File: src/rtl/rr_stream_mux_if.sv
// Handshake bundle for the N:1 round-robin stream mux.
// Producer side drives in_* and out_ready; the mux side is the slave modport.
interface rr_stream_mux_if #(
   parameter int N_CH = 4,
   parameter int W    = 8
);
   localparam int CH_W = $clog2(N_CH);

   logic [N_CH-1:0]   in_valid;
   logic [N_CH*W-1:0] in_data;
   logic [N_CH-1:0]   in_ready;
   logic              out_valid;
   logic [W-1:0]      out_data;
   logic [CH_W-1:0]   out_ch;
   logic              out_ready;

   modport master (
      output in_valid, in_data, out_ready,
      input  in_ready, out_valid, out_data, out_ch
   );

   modport slave (
      input  in_valid, in_data, out_ready,
      output in_ready, out_valid, out_data, out_ch
   );
endinterface

File: src/rtl/rr_stream_mux.sv
// Round-robin N:1 stream mux with one registered output stage; 1-cycle latency.
// Backpressure: while a held word is stalled by out_ready=0, every in_ready is low.
module rr_stream_mux #(
   parameter int  N_CH = 4,
   parameter int  W    = 8,
   localparam int CH_W = $clog2(N_CH)
) (
   input  logic           clk,
   input  logic           rst,
   rr_stream_mux_if.slave bus
);
   logic [CH_W-1:0] ptr;
   logic [CH_W-1:0] grant;
   logic [CH_W-1:0] ptr_nxt;
   logic [N_CH-1:0] hi_mask;
   logic [N_CH-1:0] masked;
   logic [N_CH-1:0] ready_c;
   logic [W-1:0]    grant_data;
   logic            found;
   logic            load;
   logic            xfer_in;
   logic            xfer_out;

   logic            ov_q;
   logic [W-1:0]    od_q;
   logic [CH_W-1:0] och_q;

   assign load     = !ov_q || bus.out_ready;
   assign found    = |bus.in_valid;
   assign xfer_out = ov_q && bus.out_ready;

   // Lowest valid channel at or above ptr wins; otherwise wrap to lowest valid overall.
   always_comb begin
      hi_mask = '0;
      for (int i = 0; i < N_CH; i++) begin
         hi_mask[i] = (i >= int'(ptr));
      end
      masked = bus.in_valid & hi_mask;
      grant  = '0;
      for (int i = N_CH - 1; i >= 0; i--) begin
         if (bus.in_valid[i]) grant = i[CH_W-1:0];
      end
      for (int i = N_CH - 1; i >= 0; i--) begin
         if (masked[i]) grant = i[CH_W-1:0];
      end
   end

   always_comb begin
      grant_data = '0;
      ready_c    = '0;
      for (int i = 0; i < N_CH; i++) begin
         if (grant == i[CH_W-1:0]) begin
            grant_data = bus.in_data[i*W +: W];
            ready_c[i] = found && load && !rst;
         end
      end
   end

   assign xfer_in = |(ready_c & bus.in_valid);
   assign ptr_nxt = (int'(grant) == N_CH - 1) ? '0 : grant + 1'b1;

   always_ff @(posedge clk) begin
      if (rst) begin
         ov_q  <= 1'b0;
         od_q  <= '0;
         och_q <= '0;
         ptr   <= '0;
      end else if (xfer_in) begin
         ov_q  <= 1'b1;
         od_q  <= grant_data;
         och_q <= grant;
         ptr   <= ptr_nxt;
      end else if (xfer_out) begin
         ov_q  <= 1'b0;
      end
   end

   assign bus.in_ready  = ready_c;
   assign bus.out_valid = ov_q;
   assign bus.out_data  = od_q;
   assign bus.out_ch    = och_q;
endmodule
File: src/flat_wrapper.sv
// flat-port wrapper written by rule: the top's interface ports become plain ports
module rr_stream_mux_flat 
#(
   parameter int  N_CH = 4,
   parameter int  W    = 8,
   localparam int CH_W = $clog2(N_CH)
)
  (clk, rst, bus_in_valid, bus_in_data, bus_out_ready, bus_in_ready, bus_out_valid, bus_out_data, bus_out_ch);
  rr_stream_mux_if #(.N_CH(N_CH), .W(W)) bus_i ();
  input  logic clk;
  input  logic rst;
  input wire logic [$bits(bus_i.in_valid)-1:0] bus_in_valid;
  input wire logic [$bits(bus_i.in_data)-1:0] bus_in_data;
  input wire logic [$bits(bus_i.out_ready)-1:0] bus_out_ready;
  output wire logic [$bits(bus_i.in_ready)-1:0] bus_in_ready;
  output wire logic [$bits(bus_i.out_valid)-1:0] bus_out_valid;
  output wire logic [$bits(bus_i.out_data)-1:0] bus_out_data;
  output wire logic [$bits(bus_i.out_ch)-1:0] bus_out_ch;
  assign bus_i.in_valid = bus_in_valid;
  assign bus_i.in_data = bus_in_data;
  assign bus_i.out_ready = bus_out_ready;
  assign bus_in_ready = bus_i.in_ready;
  assign bus_out_valid = bus_i.out_valid;
  assign bus_out_data = bus_i.out_data;
  assign bus_out_ch = bus_i.out_ch;
  rr_stream_mux #(.N_CH(N_CH), .W(W)) u_core (.clk(clk), .rst(rst), .bus(bus_i));
endmodule
File: config.mk
export PLATFORM = sky130hd
export DESIGN_NAME = rr_stream_mux_flat
export DESIGN_NICKNAME = d
export VERILOG_FILES = /design/src/rtl/rr_stream_mux_if.sv /design/src/rtl/rr_stream_mux.sv /design/src/flat_wrapper.sv
export SDC_FILE = /design/constraint.sdc
export NUM_CORES = 1
export LEC_CHECK = 0
export CAP_MARGIN = 20
export CORE_MARGIN = 5
export CORE_UTILIZATION = 37
export DETAILED_ROUTE_END_ITERATION = 10
export PLACE_DENSITY_LB_ADDON = 0.2
export SYNTH_ARGS = -nofsm -noshare
export SYNTH_HDL_FRONTEND = slang
export SYNTH_SLANG_ARGS = --single-unit
export TNS_END_PERCENT = 50
File: constraint.sdc
create_clock -name clk -period 3.3 [get_ports clk]
set_clock_uncertainty 0.05 [all_clocks]
set_input_delay 0.66 -clock clk [delete_from_list [all_inputs] [get_ports clk]]
set_output_delay 0.66 -clock clk [all_outputs]
set_load 0.05 [all_outputs]
Yosys cells after proc, flatten, opt, wreduce, memory -nomap -nowiden
Index checks and enable logic that the tools add are counted.

Bits in registers: 13. Output and inout bits: 15. Logic and storage cells: 43.

Add/subtract/negate cells: 1. $lt $le $gt $ge: 3. Equality and inequality tests: 4. Multiplexer cells: 19. Bitwise operators: 2. Reduce and logical (&&, ||, !) cells: 10.

Operator list (number): $mux 8 (4); $mux 2 (9); $and 4x4->4 (2); $reduce_or 4->1 (2); $mux 1 (6); $eq 2x1->1 const B (2); $eq 2x2->1 const B (2); $ge 1x2->1 const A (2); $logic_and 1x1->1 (3); $add 2x1->2 const B (1); $ge 2x2->1 const A (1); $logic_not 1->1 (2); $logic_not 2->1 (1); $reduce_bool 2->1 (1); $logic_or 1x1->1 (1).

Depth between registers and ports, before layout
Gate-level depths: netlist (run 1).

Word-level depth: 13. Mapped depth: 12. Mapped depth without buffers: 9.

Worst setup path before layout (run 1)
Ideal clock, no wire load.

Path type: in2out. From: input port bus_in_valid[2]. To: output port bus_in_ready[3]. Arrival: 3292 ps. Data required time: 2590 ps. Setup slack: -702 ps. Cell stages on the path: 7. Path buffers: 0. Cell sequence: mux2i_1 nor2_1 or3_1 inv_1 ha_1 clkinv_1 nor4_1.

Word-level cells in the longest chain between the ends: 9. Elaborated cells on any way between the ends: 13. Those cells by class: eq/ne: 1; mux: 8; bitwise: 1; reduce/logical: 3.

Ends and longest elaborated chain: start: declaration (RTL line flat_wrapper.sv:12) `input wire logic [$bits(bus_i.in_valid)-1:0] bus_in_valid;`; $mux 2 (3 in a row) (RTL line rr_stream_mux.sv:41) `if (bus.in_valid[i]) grant = i[CH_W-1:0];`; $mux 2 (RTL line rr_stream_mux.sv:44) `if (masked[i]) grant = i[CH_W-1:0];`; $mux 2 (*) (3 in a row) (RTL line rr_stream_mux.sv:44); via u_core.grant[0] (RTL line rr_stream_mux.sv:13) `logic [CH_W-1:0] grant;`; $eq 2x2->1 (*) (RTL line rr_stream_mux.sv:52) `if (grant == i[CH_W-1:0]) begin`; $mux 1 (*) (RTL line rr_stream_mux.sv:52); end: declaration (RTL line flat_wrapper.sv:15) `output wire logic [$bits(bus_i.in_ready)-1:0] bus_in_ready;`.

The timed path passes the listed nets; every way through them passes the cells marked *.

Final worst setup path (run 1)
From: input port bus_in_valid[0]. To: output port bus_in_ready[3].

Word-level cells in the longest chain between the ends: 7. Elaborated cells on any way between the ends: 11. Those cells by class: eq/ne: 1; mux: 6; bitwise: 1; reduce/logical: 3.

Ends and longest elaborated chain (RTL line): $mux 2 (rr_stream_mux.sv:41); $mux 2 (3 in a row) (rr_stream_mux.sv:44); $mux 2 (*) (rr_stream_mux.sv:44); via u_core.grant[0] (rr_stream_mux.sv:13); $eq 2x2->1 (*) (rr_stream_mux.sv:52); $mux 1 (*) (rr_stream_mux.sv:52).

Marked as above.

==> results of run 1 <==
-- power by group --
| group | switching, W | internal (W) | leakage [nW] |
|---|---|---|---|
| clock network | 0.0000566 | 0.0000469 | 0.0150 |
| logic | 0.000175 | 0.000161 | 0.519 |
| registers | 0.0000101 | 0.000173 | 0.106 |
-- flip-flops by register name, indices dropped and copies added, names as in the netlist --
signal and count:
u_core.bus.out_ch 2, u_core.bus.out_data 8, u_core.bus.out_valid 1, u_core.ptr 2
-- cells in the final DEF, fill, tap and decap left out --
cell,instances
clkdlybuf4s50_1,46
buf_4,17
nand2_1,13
dfxtp_1,13
o22ai_1,8
a22oi_1,8
a21oi_1,7
a211o_1,7
a21oi_2,7
inv_1,5
buf_12,5
ha_1,4
clkbuf_4,3
nor2_1,2
nor4_1,2
nor2b_1,2
and2_1,2
nor4_4,2
a22o_1,2
nand2b_1,2
dlymetal6s2s_1,2
mux2i_1,1
nor3b_1,1
or3_1,1
o21a_1,1
nor3_1,1
clkinv_2,1
or4_4,1
o2111a_1,1
o221ai_1,1
o2111ai_4,1
a211oi_1,1
a31o_2,1
o21ai_0,1
a221o_1,1
clkbuf_1,1
dlygate4sd2_1,1
-- worst max-delay path: stages --
cell and delay [ns]:
dlygate4sd2_1 0.28, mux2i_1 0.16, nor2_1 0.07, or3_1 0.39, inv_1 0.09, ha_1 0.18
clkinv_2 0.09, nor4_4 0.30, buf_12 0.18
-- layer usage --
metal	wire, µm	GRT usage	vias to the layer above
met3	248	0.0583	9
li1	-	-	546
met1	1250	0.212	535
met2	1540	0.316	40
met4	81	0.101	0
met5	0	0	-
-- cell families after synthesis --
family,after synthesis,synth area share
DFF,13,0.285
adders and majority gates,4,0.0549
muxes,1,0.0110
AOI/OAI and AO/OA,47,0.406
and+or+nand+nor,29,0.163
buffers and inverters,14,0.0796
-- cell type report --
type	instances	area, µm²
clock buffers	4	26.3
flip-flops and latches	13	260
inverters	6	23.8
repair buffers	71	722
fillers	195	731
well taps	30	37.5
multi-input cells	81	609
-- through the flow --
stage	hold slack, ns	util	cell area [µm²]	cells
after CTS	0.414	0.691	1670	205
after detailed placement	0.401	0.677	1630	201
after global routing	0.438	0.697	1680	205
final	0.411	0.697	1680	205
after floorplan	0.426	-	925	108
after global placement	0.397	0.677	1630	201
-- worst min path at each step --
stage	endpoint	slack, ns	cells after the start
5_1_grt	u_core.bus.out_ch[1]$_SDFFE_PP0P_	0.44	2
3_5_place_dp	u_core.bus.out_ch[1]$_SDFFE_PP0P_	0.40	2
6_report	u_core.bus.out_ch[1]$_SDFFE_PP0P_	0.41	2
4_1_cts	u_core.bus.out_ch[1]$_SDFFE_PP0P_	0.41	2
3_3_place_gp	u_core.bus.out_ch[1]$_SDFFE_PP0P_	0.40	2
2_1_floorplan	u_core.ptr[0]$_SDFFE_PP0P_	0.43	2
-- repair_timing --
action	in CTS	in global routing
endpoints found under the setup margin	2	3
endpoints found under the hold margin	0	0
hold buffers	0	0
resized for setup	3	3
pin swaps	1	1
==> metrics.txt, run 1 <==
PnR Total Power 0.000623 W; Arrival @ worst endpoint between 2 and 2.5 ns; Area growth, synth to finish 84.1%; Die Y slightly below 60 µm; pre-CTS setup slack -0.0881 ns; critical path capture point type output pin; grt ovf 0; antenna violations before repair 0; GPL Wtd Cong ~0.9; Synth area leaders dfxtp_1 29%, a211o_1 6.7%, a21oi_2 6.7%, a22oi_1 6.6%, ha_1 5.5%; Hold Startpoint u_core.bus.out_ch[1]$_SDFFE_PP0P_; Worst slew margin 0.647; # setup viols final 0; FP Rows 18; Pre-antenna DRT Iters 4; max cap viols 0; TritonCTS clock tree done; Die ar. 3560 µm²; Critical Path Start bus_in_valid[0]; H-tree Lvls 1; clock root cell clkbuf_4; RSZ-0062 raised after global routing false; Synth async-reset ratio 0; VDD IR max between 200 and 300 µV; run status completed; Post-synth EDFFs 0; Seq/Total Area, Yosys 0.285; Slew Limit Fails 0; synth warn 0; layout cells sized above 1 0.217; worst min-delay path class flip-flop to flip-flop; crit path launch type input pin; setup TNS 0 ns; Worst Slack Setup Final 0.203 ns; Worst Path Max Fanout 4; clk sinks 13; pwr dens 371 nW/µm²; num ports 54; core area 2410 µm²; pin count of the biggest net entering global routing 14; vias about 1100; first-pass GRT wire length between 5000 and 6000 µm; GRT Util Overall 0.189; Distinct cells, synth 34; Netlist Area Pre-Place 912 µm²; worst path required time approximately 2.6 ns; Leakage 0.640 nW; clk buf depth 2; most common flop cell mapped by yosys dfxtp_1; I/O Buffers 53; Detail Placement HPWL ~2500 µm; number of DRC markers in iteration 0 40; vias in the first global route 1160; Syn Nets between 150 and 200; Period Utilization, post-route 0.939; Synth top area share 0.285; cells after synthesis roughly 110; # diodes 0; commonest cells in the synthesized netlist 13 x dfxtp_1, 13 x nand2_1, 8 x a22oi_1, 8 x o22ai_1; total CTS buffers 3; Yosys top cell by area dfxtp_1; reg2reg setup slack 0.61 ns; Worst Max-Slew Pin Slew 0.528 ns; Mean Syn Cell Area around 8.4 µm²; worst reg-to-reg path cell count 10; post-DR wirelength/cell between 15 and 20 µm; critical path class input pin to output pin; Via density roughly 5.5; Setup Buffers After CTS 0; min Tclk post-route 3.10 ns; RR Endpoint u_core.bus.out_data[3]$_SDFFE_PP0P_; Antenna Nets Post-Route 0; Clock transition at path regs ~0.08 ns; nets@finish approximately 220; Worst R2R Start u_core.ptr[1]$_SDFFE_PP0P_; routed wire length about 3100 µm; die width a little under 60 µm; Starting Density 0.379; Max Fclk roughly 0.32 GHz; Final Hold Viols 0; Residual DRC 0; later-pin clock latency in the skew report 0.28 ns; crit path to bus_in_ready[3]; FF+latch count, synth 13
No activity file was read; power rests on OpenSTA's default activity.
==> run 2, diff against run 1 <==
CORE_UTILIZATION = 40   (was 37)
DONT_BUFFER_PORTS = 1   (was default)
==> metrics.txt, run 2 (synthesized netlist as in run 1, its figures left out) <==
run status completed (unchanged); Detail Placement HPWL 1970 µm (was 2540 µm); Pre-antenna DRT Iters 4 (unchanged); Seq pwr share 0.471 (was 0.294); Post-Layout Cell Count 136 (was 205); vias 860 (was 1130); Starting Density 0.416 (was 0.379); grt ovf 0 (unchanged); worst path required time 2.59 ns (about the same); nets@finish 152 (was 219); Cell Area, Placed 940 µm² (was 1630 µm²); met3 WL 209 µm (was 248 µm); later-pin clock latency in the skew report 0.29 ns (was 0.28 ns); net load switching power 0.000210 W (was 0.000242 W); Worst slew margin 0.491 (was 0.647); VDD IR max 285 µV (was 262 µV); pwr dens 506 nW/µm² (was 371 nW/µm²); Sw Share 0.429 (was 0.388); Arrival @ worst endpoint 2.31 ns (was 2.39 ns); Worst Path Max Fanout 7 (was 4); FP Rows 17 (was 18); Die Y 57.8 µm (was 59.7 µm); clk buf depth 2 (unchanged); I/O Buffers 0 (was 53); critical path capture point type output pin (unchanged); commonest non-fill, non-tap cell in the layout nand2_1 (was clkdlybuf4s50_1); worst min-delay path class input pin to flip-flop (was flip-flop to flip-flop); max reg flops 8 (unchanged); num ports 54 (unchanged); Area growth, synth to finish 6.04% (was 84.1%); clock root cell clkbuf_4 (unchanged); first-pass GRT wire length 3960 µm (was 5110 µm); antenna violations before repair 0 (unchanged); Metal-1 WL 1070 µm (was 1250 µm); Residual DRC 0 (unchanged); die width 57.8 µm (was 59.7 µm); most frequent cells in the layout 13 x nand2_1, 12 x dfxtp_1, 8 x o22ai_1, 8 x a22oi_1 (was 46 x clkdlybuf4s50_1, 17 x buf_4, 13 x nand2_1, 13 x dfxtp_1); min Tclk post-route 3.02 ns (was 3.10 ns); post-DR wirelength/cell 18.2 µm (was 15.2 µm); FILL cells 225 (was 195); Placed Instances 132 (was 201); routed wire length 2480 µm (was 3130 µm); Setup Buffers After CTS 0 (unchanged); Antenna Nets Post-Route 0 (unchanged); Period Utilization, post-route 0.916 (was 0.939); Final Hold Viols 0 (unchanged); Clock transition at path regs 0.09 ns (was 0.08 ns); cell area after layout 967 µm² (was 1680 µm²); # diodes 0 (unchanged); vias in the first global route 871 (was 1160); Internal 0.000279 W (was 0.000381 W); Leakage 0.327 nW (was 0.640 nW); GPL Wtd Cong 0.767 (was 0.906); critical path class flip-flop to output pin (was input pin to output pin); total CTS buffers 3 (unchanged); Max Used Layer met4 (unchanged); Die ar. 3340 µm² (was 3560 µm²); Comb power frac 0.318 (was 0.540); crit path launch type flip-flop (was input pin); Worst Max-Slew Pin Slew 0.757 ns (was 0.528 ns); GRT Util Overall 0.151 (was 0.189); Via density 6.32 (was 5.51); layout cells sized above 1 0.185 (was 0.217); Clk pwr share 0.212 (was 0.166); pin count of the biggest net entering global routing 23 (was 14); # setup viols final 0 (unchanged); RSZ-0062 raised after global routing false (unchanged); max cap viols 0 (unchanged); H-tree Lvls 1 (unchanged); clk sinks 13 (unchanged); met2 WL 1170 µm (was 1540 µm); number of DRC markers in iteration 0 45 (was 40); core area 2190 µm² (was 2410 µm²); TritonCTS clock tree done (unchanged); Slew Limit Fails 0 (unchanged); Max Fclk 0.331 GHz (was 0.323 GHz)
## run 2: worst paths after layout
check	end	slack, ns	from	cells after the start
worst min register to register	u_core.ptr[1]$_SDFFE_PP0P_	0.45	u_core.ptr[1]$_SDFFE_PP0P_	2
worst max register to register	u_core.ptr[0]$_SDFFE_PP0P_	0.41	u_core.ptr[1]$_SDFFE_PP0P_	9
worst max-delay path	bus_in_ready[3]	0.28	u_core.ptr[1]$_SDFFE_PP0P_	8
worst min-delay path	u_core.bus.out_data[3]$_SDFFE_PP0P_	0.37	rst	1
## run 2: through the flow
stage	setup slack [ns]	util	total power, W	TNS, ns	hold slack, ns
2_1_floorplan	-0.134	-	0.000370	-0.134	0.426
3_3_place_gp	0.265	0.429	0.000386	0	0.451
3_5_place_dp	0.209	0.429	0.000390	0	0.458
4_1_cts	0.194	0.441	0.000492	0	0.367
5_1_grt	0.0641	0.441	0.000515	0	0.365
6_report	0.276	0.441	0.000489	0	0.370
## run 2: metal layers
| layer | GRT usage | vias to the layer above |
|---|---|---|
| met5 | 0 | - |
| met4 | 0.0795 | 0 |
| met3 | 0.0379 | 4 |
| met2 | 0.248 | 49 |
| met1 | 0.180 | 395 |
| li1 | - | 412 |
## run 2: worst max-delay path: stages (launching register included)
cell and delay [ns]:
dfxtp_2 0.39, mux2i_1 0.20, nor2_1 0.07, or3_1 0.42, inv_1 0.11, ha_1 0.24, clkinv_1 0.13, nor4_2 0.25
buf_4 0.23
## run 2: final cells by class
cell class                      count  area, µm²  share of cell area
Clock buffer                        4       26.3              0.0272
Tap cell                           28       35.0              0.0362
Sequential cell                    13        262               0.270
Timing Repair Buffer                4       30.0              0.0310
Multi-Input combinational cell     81        592               0.612
Inverter                            6       22.5              0.0233
## run 2: timing repair
action / 4_1_cts / 5_1_grt
gates resized for setup: 0 / 1
hold buffers: 0 / 0
endpoints found under the setup margin: 0 / 1
## run 2: power groups by stage
stage	clock [W]	sequential (W)	combinational (W)
2_1_floorplan	0	0.000229	0.000141
3_3_place_gp	0	0.000235	0.000151
3_5_place_dp	0	0.000234	0.000155
4_1_cts	0.000105	0.000231	0.000156
5_1_grt	0.000112	0.000232	0.000171
6_report	0.000104	0.000230	0.000155
==> run 3, diff against run 2 <==
CTS_CLUSTER_SIZE = 24   (was default)
==> results of run 3 <==
The final DEF is identical to that of run 2; final timing and power are the same.
